[src/rtl/tlight_sched.sv]
// tlight_sched -- demand-responsive phase scheduler for a two-way intersection.
//
// Cycles the north-south (ns) and west-east (we) heads through
// green -> yellow -> all-red, serves latched pedestrian walk requests and,
// when built with TLIGHT_EMERG_EN, preempts for an emergency vehicle.
// Green is never granted to both directions at once.
//
// Ports:
//   clock       rising-edge clock
//   reset_n     asynchronous active-low reset (state AR_B, all lamps red)
//   ped_ns_req  walk request for the ns-parallel crossing, sampled every edge
//   ped_we_req  walk request for the we-parallel crossing, sampled every edge
//   emerg_req   emergency preemption request (level)
//   emerg_dir   preempted direction: 0 = ns, 1 = we
//   ns, we      one-hot heads {red, yellow, green}
//   walk_ns     ns-parallel walk lamp
//   walk_we     we-parallel walk lamp
//   phase       current state code
//
// Build option: define TLIGHT_EMERG_EN to build emergency preemption; without
// it emerg_req/emerg_dir are ignored and phase never reaches 6.
module tlight_sched #(
   parameter int YELLOW_TIME = 3,
   parameter int ALLRED_TIME = 1,
   parameter int GREEN_MIN   = 5,
   parameter int GREEN_MAX   = 15,
   parameter int WALK_TIME   = 4,
   parameter int CW          = 5
) (
   input  logic       clock,
   input  logic       reset_n,
   input  logic       ped_ns_req,
   input  logic       ped_we_req,
   input  logic       emerg_req,
   input  logic       emerg_dir,
   output logic [2:0] ns,
   output logic [2:0] we,
   output logic       walk_ns,
   output logic       walk_we,
   output logic [2:0] phase
);

   localparam logic [2:0] NS_G = 3'd0;
   localparam logic [2:0] NS_Y = 3'd1;
   localparam logic [2:0] AR_A = 3'd2;
   localparam logic [2:0] WE_G = 3'd3;
   localparam logic [2:0] WE_Y = 3'd4;
   localparam logic [2:0] AR_B = 3'd5;
   localparam logic [2:0] EMG  = 3'd6;

   localparam logic [2:0] LAMP_R = 3'b100;
   localparam logic [2:0] LAMP_Y = 3'b010;
   localparam logic [2:0] LAMP_G = 3'b001;

   localparam logic [CW-1:0] Y_LAST    = CW'(YELLOW_TIME - 1);
   localparam logic [CW-1:0] AR_LAST   = CW'(ALLRED_TIME - 1);
   localparam logic [CW-1:0] G_LAST    = CW'(GREEN_MAX - 1);
   localparam logic [CW-1:0] GMIN_LAST = CW'(GREEN_MIN - 1);
   localparam logic [CW-1:0] WALK_LEN  = CW'(WALK_TIME);

   logic [2:0]    state_q, state_d;
   logic [CW-1:0] cnt_q, cnt_d;
   logic          pend_ns_q, pend_ns_d;
   logic          pend_we_q, pend_we_d;
   logic          walk_ns_q, walk_ns_d;
   logic          walk_we_q, walk_we_d;
   logic [2:0]    ns_q, ns_d;
   logic [2:0]    we_q, we_d;

   logic          preempt_s;     // preemption requested this cycle
   logic          pre_dir_s;     // direction preemption is heading for
   logic          ns_exit_s;     // normal ns green exit
   logic          we_exit_s;     // normal we green exit
   logic          enter_ns_g_s;
   logic          enter_we_g_s;

`ifdef TLIGHT_EMERG_EN
   logic emg_on_q, emg_on_d;
   logic emg_dir_q, emg_dir_d;

   // Direction is captured on the first cycle of a request and held until it drops
   always_comb begin
      emg_on_d = emerg_req;
      if (emerg_req && !emg_on_q) begin
         emg_dir_d = emerg_dir;
      end else begin
         emg_dir_d = emg_dir_q;
      end
   end

   assign preempt_s = emerg_req;
   assign pre_dir_s = emg_on_q ? emg_dir_q : emerg_dir;

   // Emergency latch registers
   always_ff @(posedge clock or negedge reset_n) begin
      if (!reset_n) begin
         emg_on_q  <= 1'b0;
         emg_dir_q <= 1'b0;
      end else begin
         emg_on_q  <= emg_on_d;
         emg_dir_q <= emg_dir_d;
      end
   end
`else
   logic unused_emerg_s;
   assign unused_emerg_s = emerg_req ^ emerg_dir;
   assign preempt_s      = 1'b0;
   assign pre_dir_s      = 1'b0;
`endif

   // A green may end at its maximum, or early once the minimum is served and the cross side waits
   assign ns_exit_s = (cnt_q == G_LAST) || ((cnt_q >= GMIN_LAST) && pend_we_q);
   assign we_exit_s = (cnt_q == G_LAST) || ((cnt_q >= GMIN_LAST) && pend_ns_q);

   // Next phase: dwell expiry, pedestrian truncation and preemption
   always_comb begin
      state_d = state_q;
      case (state_q)
         NS_G: begin
            if (preempt_s && !pre_dir_s) begin
               state_d = EMG;
            end else if (preempt_s || ns_exit_s) begin
               state_d = NS_Y;
            end else begin
               state_d = NS_G;
            end
         end
         WE_G: begin
            if (preempt_s && pre_dir_s) begin
               state_d = EMG;
            end else if (preempt_s || we_exit_s) begin
               state_d = WE_Y;
            end else begin
               state_d = WE_G;
            end
         end
         NS_Y: begin
            if (cnt_q == Y_LAST) state_d = AR_A;
            else                 state_d = NS_Y;
         end
         WE_Y: begin
            if (cnt_q == Y_LAST) state_d = AR_B;
            else                 state_d = WE_Y;
         end
         AR_A: begin
            if (cnt_q == AR_LAST) state_d = preempt_s ? EMG : WE_G;
            else                  state_d = AR_A;
         end
         AR_B: begin
            if (cnt_q == AR_LAST) state_d = preempt_s ? EMG : NS_G;
            else                  state_d = AR_B;
         end
`ifdef TLIGHT_EMERG_EN
         EMG: begin
            if (!emerg_req) state_d = emg_dir_q ? WE_Y : NS_Y;
            else            state_d = EMG;
         end
`endif
         default: state_d = AR_B;
      endcase
   end

   assign enter_ns_g_s = (state_d == NS_G) && (state_q != NS_G);
   assign enter_we_g_s = (state_d == WE_G) && (state_q != WE_G);

   // Dwell counter, pedestrian latches (entry clear beats a same-edge request) and walk lamps
   always_comb begin
      if (state_d != state_q) cnt_d = '0;
      else                    cnt_d = cnt_q + CW'(1);

      if (enter_ns_g_s) pend_ns_d = 1'b0;
      else              pend_ns_d = pend_ns_q | ped_ns_req;
      if (enter_we_g_s) pend_we_d = 1'b0;
      else              pend_we_d = pend_we_q | ped_we_req;

      // Walk is granted only if the latch was pending when the green began
      if (enter_ns_g_s)           walk_ns_d = pend_ns_q;
      else if (state_d == NS_G)   walk_ns_d = walk_ns_q && (cnt_d < WALK_LEN);
      else                        walk_ns_d = 1'b0;
      if (enter_we_g_s)           walk_we_d = pend_we_q;
      else if (state_d == WE_G)   walk_we_d = walk_we_q && (cnt_d < WALK_LEN);
      else                        walk_we_d = 1'b0;
   end

   // Lamp decode of the upcoming state so the heads come straight from flops
   always_comb begin
      ns_d = LAMP_R;
      we_d = LAMP_R;
      case (state_d)
         NS_G:    ns_d = LAMP_G;
         NS_Y:    ns_d = LAMP_Y;
         WE_G:    we_d = LAMP_G;
         WE_Y:    we_d = LAMP_Y;
         AR_A:    ns_d = LAMP_R;
         AR_B:    ns_d = LAMP_R;
`ifdef TLIGHT_EMERG_EN
         EMG: begin
            if (emg_dir_d) we_d = LAMP_G;
            else           ns_d = LAMP_G;
         end
`endif
         default: ns_d = LAMP_R;
      endcase
   end

   // Phase state, dwell counter, latches and registered lamp outputs
   always_ff @(posedge clock or negedge reset_n) begin
      if (!reset_n) begin
         state_q   <= AR_B;
         cnt_q     <= '0;
         pend_ns_q <= 1'b0;
         pend_we_q <= 1'b0;
         walk_ns_q <= 1'b0;
         walk_we_q <= 1'b0;
         ns_q      <= LAMP_R;
         we_q      <= LAMP_R;
      end else begin
         state_q   <= state_d;
         cnt_q     <= cnt_d;
         pend_ns_q <= pend_ns_d;
         pend_we_q <= pend_we_d;
         walk_ns_q <= walk_ns_d;
         walk_we_q <= walk_we_d;
         ns_q      <= ns_d;
         we_q      <= we_d;
      end
   end

   assign ns      = ns_q;
   assign we      = we_q;
   assign walk_ns = walk_ns_q;
   assign walk_we = walk_we_q;
   assign phase   = state_q;

endmodule

[config.mk]
export PLATFORM = sky130hd
export DESIGN_NAME = tlight_sched
export DESIGN_NICKNAME = d
export VERILOG_FILES = /design/src/rtl/tlight_sched.sv
export SDC_FILE = /design/constraint.sdc
export NUM_CORES = 1
export LEC_CHECK = 0
export CAP_MARGIN = 20
export CORE_MARGIN = 1.5
export CORE_UTILIZATION = 49
export CTS_BUF_LIST = sky130_fd_sc_hd__clkbuf_2
export CTS_CLUSTER_DIAMETER = 200
export DETAILED_ROUTE_END_ITERATION = 12
export GPL_TIMING_DRIVEN = 0
export HOLD_SLACK_MARGIN = 0.15
export PLACE_DENSITY = 0.77
export SLEW_MARGIN = 10
export SYNTH_ARGS = -nofsm -noshare
export SYNTH_HDL_FRONTEND = slang
export SYNTH_SLANG_ARGS = --single-unit
[constraint.sdc]
create_clock -name clock -period 2 [get_ports clock]
set_input_delay 0.2 -clock clock [delete_from_list [all_inputs] [get_ports clock]]
set_output_delay 0.2 -clock clock [all_outputs]
set_load 0.03 [all_outputs]
== Yosys cells after proc, flatten, opt, wreduce, memory -nomap -nowiden ==
Cells that the tools add are included.

* Flip-flop bits (word level): 18
* Output and inout port bits: 11

* Add/sub/neg operators: 1
* Order comparisons: 2
* Eq/ne operators: 12
* Mux-type cells: 16
* Bitwise logic cells: 2
* Reductions and logical operators: 12

{| class="wikitable"
|+ Operator list
! operator !! count
|-
| $pmux W3 S6 || 1
|-
| $pmux W3 S2 || 2
|-
| $eq A3 B2 Y1 const B || 3
|-
| $eq A3 B3 Y1 const B || 3
|-
| $mux W1 || 9
|-
| $eq A3 B1 Y1 const B || 2
|-
| $logic_and A1 B1 Y1 || 6
|-
| $logic_not A3 Y1 || 2
|-
| $mux W3 || 2
|-
| $add A5 B1 Y5 const B || 1
|-
| $eq A5 B2 Y1 const B || 1
|-
| $eq A5 B4 Y1 const B || 1
|-
| $ge A5 B3 Y1 const B || 1
|-
| $logic_not A5 Y1 || 1
|-
| $lt A5 B3 Y1 const B || 1
|-
| $mux W5 || 1
|-
| $ne A3 B2 Y1 const B || 1
|-
| $ne A3 B3 Y1 || 1
|-
| $reduce_bool A3 Y1 || 1
|-
| $logic_or A1 B1 Y1 || 2
|-
| $mux W2 || 1
|-
| $or A1 B1 Y1 || 2
|}

== Logic depth before layout (Yosys ltp) ==
Gate-level depths: netlist of run 1.

* Word-level depth: 11
* Depth in mapped cells: 7

== Worst setup path before layout of run 1 ==
Ideal clock, no wire load.

* Path kind: register to register
* Start: register cnt_q[0]
* End: register cnt_q[1]
* Setup time: 73 ps
* Arrival: 1869 ps
* Path slack: 58 ps
* Cell stages (with the launch flop): 8
* Cells stage by stage: dfrtp_1 -> inv_1 -> ha_1 -> and4b_4 -> a2111o_1 -> mux2_2 -> o22a_1 -> nor2b_1

* Word-level cells in the longest chain between the ends: 7

{| class="wikitable"
|+ RTL lines
! what !! line !! text
|-
| from (decl) || 62 || <nowiki>logic [CW-1:0] cnt_q, cnt_d;</nowiki>
|-
| from (signal assigned) || 219 || <nowiki>cnt_q <= cnt_d;</nowiki>
|-
| $ge A5 B3 Y1 || 112, 113 ||
|-
| $logic_and A1 B1 Y1 (on tied branches) || 113, 112 ||
|-
| $logic_or A1 B1 Y1 (on tied branches) || 113, 112 ||
|-
| $mux W3 / $mux W1 (equally long branches) || 131, 122 ||
|-
| $pmux W3 S6 || 118 || <nowiki>case (state_q)</nowiki>
|-
| $ne A3 B3 Y1 || 168 || <nowiki>if (state_d != state_q) cnt_d = '0;</nowiki>
|-
| $mux W5 * || 168 ||
|-
| net cnt_d[1] || 62 ||
|}

Mark *: on every way through the listed nets, which the timed path passes. The rest lies on a longest branch.

== Worst setup path in the final report of run 1 ==
* Start: register cnt_q[0]
* End: register cnt_q[4]

Same word-level chain as after synthesis.

==> results of run 1 <==
-- path summary, 6_finish.rpt --
path / cells past startpoint / end / slack, ns
worst max-delay path: 7 / cnt_q[4] / 0.007
worst min-delay path: 1 / pend_we_q / 0.32
worst max register to register: 7 / cnt_q[4] / 0.007
worst min register to register: 2 / walk_ns / 0.55
max in group asynchronous: 1 / pend_ns_q / 1.19
min in group clock: 3 / pend_we_q / 0.44
-- logic make-up (layout without fill, tap and decap cells) --
logic type	count (synthesis)	count (layout)	synth area share, %
buffers and inverters	13	36	8.16
multiplexers	2	2	2.13
AND/OR/NAND/NOR	35	35	21.0
flip-flops	18	18	43.0
adder cells (fa/ha/maj)	3	3	3.55
XOR/XNOR	3	3	2.48
AO/OA/AOI/OAI	26	26	19.6
-- state kept, by name, summed over array words and instances, names as in the netlist --
name	flops
pend_ns_q	1
we	3
ns	3
phase	3
walk_ns	1
walk_we	1
cnt_q	5
pend_we_q	1
-- power groups by stage --
stage / combinational, mW / sequential, mW / clock (mW)
global route: 1.73 / 0.645 / 0.169
global placement: 1.37 / 0.643 / 0
detailed placement: 1.40 / 0.654 / 0
CTS: 1.45 / 0.631 / 0.154
finish: 1.62 / 0.629 / 0.150
floorplan: 0.876 / 0.804 / 0
-- placed cells by master (no fill, tap or decap), types with 2 or more instances in the layout --
| cell type | count |
|---|---|
| dfrtp_1 | 14 |
| clkdlybuf4s50_1 | 14 |
| buf_4 | 8 |
| nor2_1 | 8 |
| inv_1 | 6 |
| a21oi_1 | 5 |
| nand2_1 | 5 |
| nand3_1 | 5 |
| buf_6 | 4 |
| dfstp_2 | 4 |
| nor3_1 | 3 |
| clkbuf_2 | 3 |
| nor4b_4 | 2 |
| a31oi_1 | 2 |
| o21a_1 | 2 |
| nor4_1 | 2 |
| mux2_2 | 2 |
| xor2_1 | 2 |
| ha_2 | 2 |
-- timing repair --
action,4_1_cts,5_1_grt
hold endpoints to repair,0,0
setup buffers,2,4
resized for setup,1,10
setup endpoints to repair,10,10
cloned,0,0
pin swaps,0,5
-- layout make-up --
type / instances / area (µm²)
buffer: 6 / 60.1
clock buffer: 3 / 15.0
fill: 149 / 673
inverter: 7 / 26.3
multi-input combinational: 69 / 553
sequential: 18 / 455
tap: 27 / 33.8
timing repair buffer: 20 / 185
-- routing by layer --
layer	track usage, %	vias to the layer above	wire, µm
met5	0	-	0
met4	9.72	0	44
met3	3.03	5	122
met2	36.0	45	1180
met1	24.3	426	978
li1	-	418	-
-- worst reg2reg max path, stage by stage (launching register included) --
cell and delay (ns):
dfrtp_1 0.39, inv_2 0.05, ha_2 0.21, and4b_4 0.23
a2111o_1 0.40, mux2_2 0.29, o22a_4 0.25, nor2_1 0.11
-- through the flow --
step	cells	hold WS [ns]	setup TNS [ns]	worst slack [ns]	utilization, %
2_1_floorplan	100	-0.0956	0	0.0580	-
3_3_place_gp	141	0.517	-0.533	-0.0894	61.6
3_5_place_dp	141	0.522	-0.698	-0.113	61.6
4_1_cts	146	0.351	0	0.0103	63.2
5_1_grt	150	0.402	-0.0722	-0.0217	66.4
6_report	150	0.318	0	0.00691	66.4
-- synthesized netlist by cell type, types with 2 or more instances --
library cell and count:
ha_1 3, xor2_1 2, a21oi_1 6, inv_1 7, buf_4 2, mux2_2 2
nand3_1 6, o21a_1 2, o22a_1 2, nand2_1 5, o21ai_0 2, a31oi_1 2
buf_6 4, nor3_1 3, dfrtp_1 14, nor4_1 2, nor2_1 9, dfstp_2 4
==> flow_summary.ini, run 1 <==
[status]
status = complete, no violations

[floorplanning]
fp.dieW_um = 49.5
dieArea_mm2 = 0.00245
start_util_pct = 52.9
row_count = 16
core_mm2 = 0.00200
die_h_um = 49.5
io_pins = 17

[clock_network]
cts_root_buffer = clkbuf_2
clock-sinks = 18
cts_buffers = 3
clk-insertion-delay-late_ns = 0.31
htree_levels = 1
clk_pin_slew_ns = 0.16
clockBufferDepth = 2
cts_hold_buf = 0
cts_tree = built

[power]
switchingPower_mw = 1.11
intPower_mw = 1.30
p_leak_nw = 0.567
p_seq_share_pct = 26.2
p_clk_share_pct = 6.3
finalPower_mw = 2.40
power.density_mw_per_mm2 = 1810
peakVddDrop_v = 0.00113
pwr-share-comb_pct = 67.6
swShare_pct = 46.1

[sta]
fmax_mhz = 502
fin_crit_sh_pct = 99.7
finalMaxSlewViolations = 0
fin_crit_ns = 1.99
worst_pin_slew_ns = 0.780
skew_ns = 0.0102
finalHoldViolCount = 0
rsz0062_at_grt = yes
finalSetupViolCount = 0
relSlewSlack_pct = 47.8

[drt]
remaining_drc_errors = 0
first_pass_iters = 5
vias_per_cell = 5.96
route.detailed.wl_per_inst_um = 15.5
num_vias = 894
drt_iter0_drc = 20
drtAntennaViolNets = 0
wirelength_um = 2330

[setup_path]
path_buf_inv = 1
critical_path_class = reg -> reg
critPathSlowestCell = a2111o_1
end_kind = register
worstPathArrival_ns = 2.24
critPathLaunch = cnt_q[0]
path_cells = inv_2 > ha_2 > and4b_4 > a2111o_1 > mux2_2 > o22a_4 > nor2_1
cpLargestDelayFamily = compound AO/OA/AOI/OAI gates
critPathMaxFanout = 5
r2r-start = cnt_q[0]
critPathMaxStageDelay_ns = 0.40
critPathRequiredTime_ns = 2.25
cp-start-kind = register

[synthesis]
syn_avg_cell_area_um2 = 10.6
yosysWarnings = 0
synth-seq-area-share_pct = 43.0
synth_top_area_share_pct = 33.1
synth_async_sr_flop_share_pct = 100
synthTopCellsByArea = dfrtp_1 (33%), dfstp_2 (9.9%), buf_6 (4.3%), ha_1 (3.5%), nor2_1 (3.2%)
synth_top_area_cell = dfrtp_1
synthCells = 100
synth_ff_type = dfrtp_1
syn_area_mm2 = 0.00106
synthesis.nets = 109
synth_seq_cells = 18
synth.distinct_cells = 41
synth_edf_count = 0

[cells_and_area]
syn_to_final_growth_pct = 25.5
n_antenna_cell = 0
fin_area_mm2 = 0.00133
fin_nets = 134
drive_above_1_share_pct = 29.3

[grt]
grt_max_degree = 19
grt_pass1_vias = 830
grt_use_total_pct = 20.4
overflow = 0
antenna_found_initial = 0
grt_pass1_wl_um = 3800

[placed_design]
placed_cell_area_mm2 = 0.00123
place_hpwl_um = 1570
port_buffers = 14
place.gp.congestion = 0.866

[worst_hold_path]
hold_class = in -> async

[job]
timing.max_cap.violations = 0
(Power assumes the default switching activity.)
==> run 2: changes to the inputs <==
Settings changed: PLACE_DENSITY 0.77 to not set, PLACE_DENSITY_LB_ADDON set to 0.25.
==> flow_summary.ini, run 2 (same netlist as run 1, synthesis figures left out) <==
[status]
status = complete, no violations

[floorplanning]
io_pins = 17
die_h_um = 49.5
core_mm2 = 0.00200
dieArea_mm2 = 0.00245
fp.dieW_um = 49.5
row_count = 16
start_util_pct = 52.9

[clock_network]
clockBufferDepth = 2
cts_hold_buf = 0
clock-sinks = 18
clk-insertion-delay-late_ns = 0.30
cts_buffers = 3
clk_pin_slew_ns = 0.17
htree_levels = 1
cts_root_buffer = clkbuf_2
cts_tree = built

[job]
timing.max_cap.violations = 0

[cells_and_area]
multi_input_area_um2 = 557
layout_common_cells = dfrtp_1 (14), clkdlybuf4s50_1 (14), buf_4 (8)
top_register = cnt_q
n_antenna_cell = 0
drive_above_1_share_pct = 28.2
fillers = 166
largest_reg_flops = 5
syn_to_final_growth_pct = 26.2
fin_nets = 134
seqCellArea_um2 = 455

[placed_design]
place_ws_ns = -0.119
place.gp.congestion = 0.872
port_buffers = 14
place_hpwl_um = 1520

[sta]
skew_ns = 0.00581
fin_crit_sh_pct = 98.9
relSlewSlack_pct = 47.6
fin_crit_ns = 1.98
finalMaxSlewViolations = 0
fin_tns_setup_ns = 0
rsz0062_at_grt = yes
finalHoldViolCount = 0
worst_pin_slew_ns = 0.784
fmax_mhz = 506
finalSetupViolCount = 0
setup_ws_ns = 0.0221

[setup_path]
critPathRequiredTime_ns = 2.25
cp-start-kind = register
critical_path_class = reg -> reg
critPathMaxFanout = 5
worstPathArrival_ns = 2.22
end_kind = register

[drt]
route.detailed.wl_per_inst_um = 15.1
vias_per_cell = 5.89
drtAntennaViolNets = 0
remaining_drc_errors = 0
num_vias = 889
wirelength_um = 2280
first_pass_iters = 4
drt_iter0_drc = 24

[worst_hold_path]
hold_class = in -> async

[grt]
grt_max_degree = 19
grt_use_total_pct = 20.7
grt_pass1_vias = 838
grt_pass1_wl_um = 3800
antenna_found_initial = 0
overflow = 0

[power]
peakVddDrop_v = 0.00105
power.density_mw_per_mm2 = 1810
p_leak_nw = 0.572
## run 2: cell type report
cell class	instances	area share, %
multi-input combinational	69	41.7
clock buffer	3	1.12
sequential	18	34.1
inverter	7	1.97
timing repair buffer	20	13.9
tap	27	2.53
clock inverter	1	0.281
buffer	6	4.49
## run 2: where the power goes
part / switching (mW) / internal, mW
sequential: 0.104 / 0.533
clock: 0.111 / 0.0435
combinational: 0.889 / 0.742
total: 1.10 / 1.32
## run 2: metal layers
| layer | vias to the layer above | wire length [µm] | GRT usage (%) |
|---|---|---|---|
| met1 | 420 | 920 | 26.5 |
| met2 | 46 | 1110 | 33.3 |
| met3 | 8 | 164 | 2.73 |
| met5 | - | 0 | 0 |
| li1 | 415 | - | - |
| met4 | 0 | 78 | 12.5 |
## run 2: path summary, 6_finish.rpt
check / startpoint / endpoint / slack [ns] / depth (start not counted)
max: cnt_q[1] / cnt_q[1] / 0.02 / 6
min in group clock: ped_we_req / pend_we_q / 0.44 / 3
max reg2reg: cnt_q[1] / cnt_q[1] / 0.02 / 6
max in group asynchronous: reset_n / cnt_q[1] / 1.19 / 1
min reg2reg: pend_ns_q / pend_ns_q / 0.57 / 1
min: reset_n / we[1] / 0.33 / 1
## run 2: stage by stage
stage	std cells	cell area (µm²)	total power [mW]	hold WS [ns]	util [%]
floorplan	100	1060	1.68	-0.0956	-
global placement	141	1230	2.02	0.517	61.6
detailed placement	141	1230	2.05	0.529	61.6
CTS	147	1270	2.24	0.341	63.4
global route	151	1340	2.59	0.377	66.8
finish	151	1340	2.42	0.328	66.8
## run 2: worst max-delay path, cell delays in order, from the launching register on
cell and delay (ns):
dfrtp_1 0.45, ha_2 0.21, and4b_4 0.22, a2111o_1 0.39, mux2_4 0.30, o22a_4 0.25, nor2b_1 0.10
## run 2: what timing repair did
action                                  4_1_cts  5_1_grt
resized for setup                             2        9
pin swaps                                     0        5
gates cloned                                  0        0
endpoints found under the setup margin       10        9
buffers inserted                              2        4
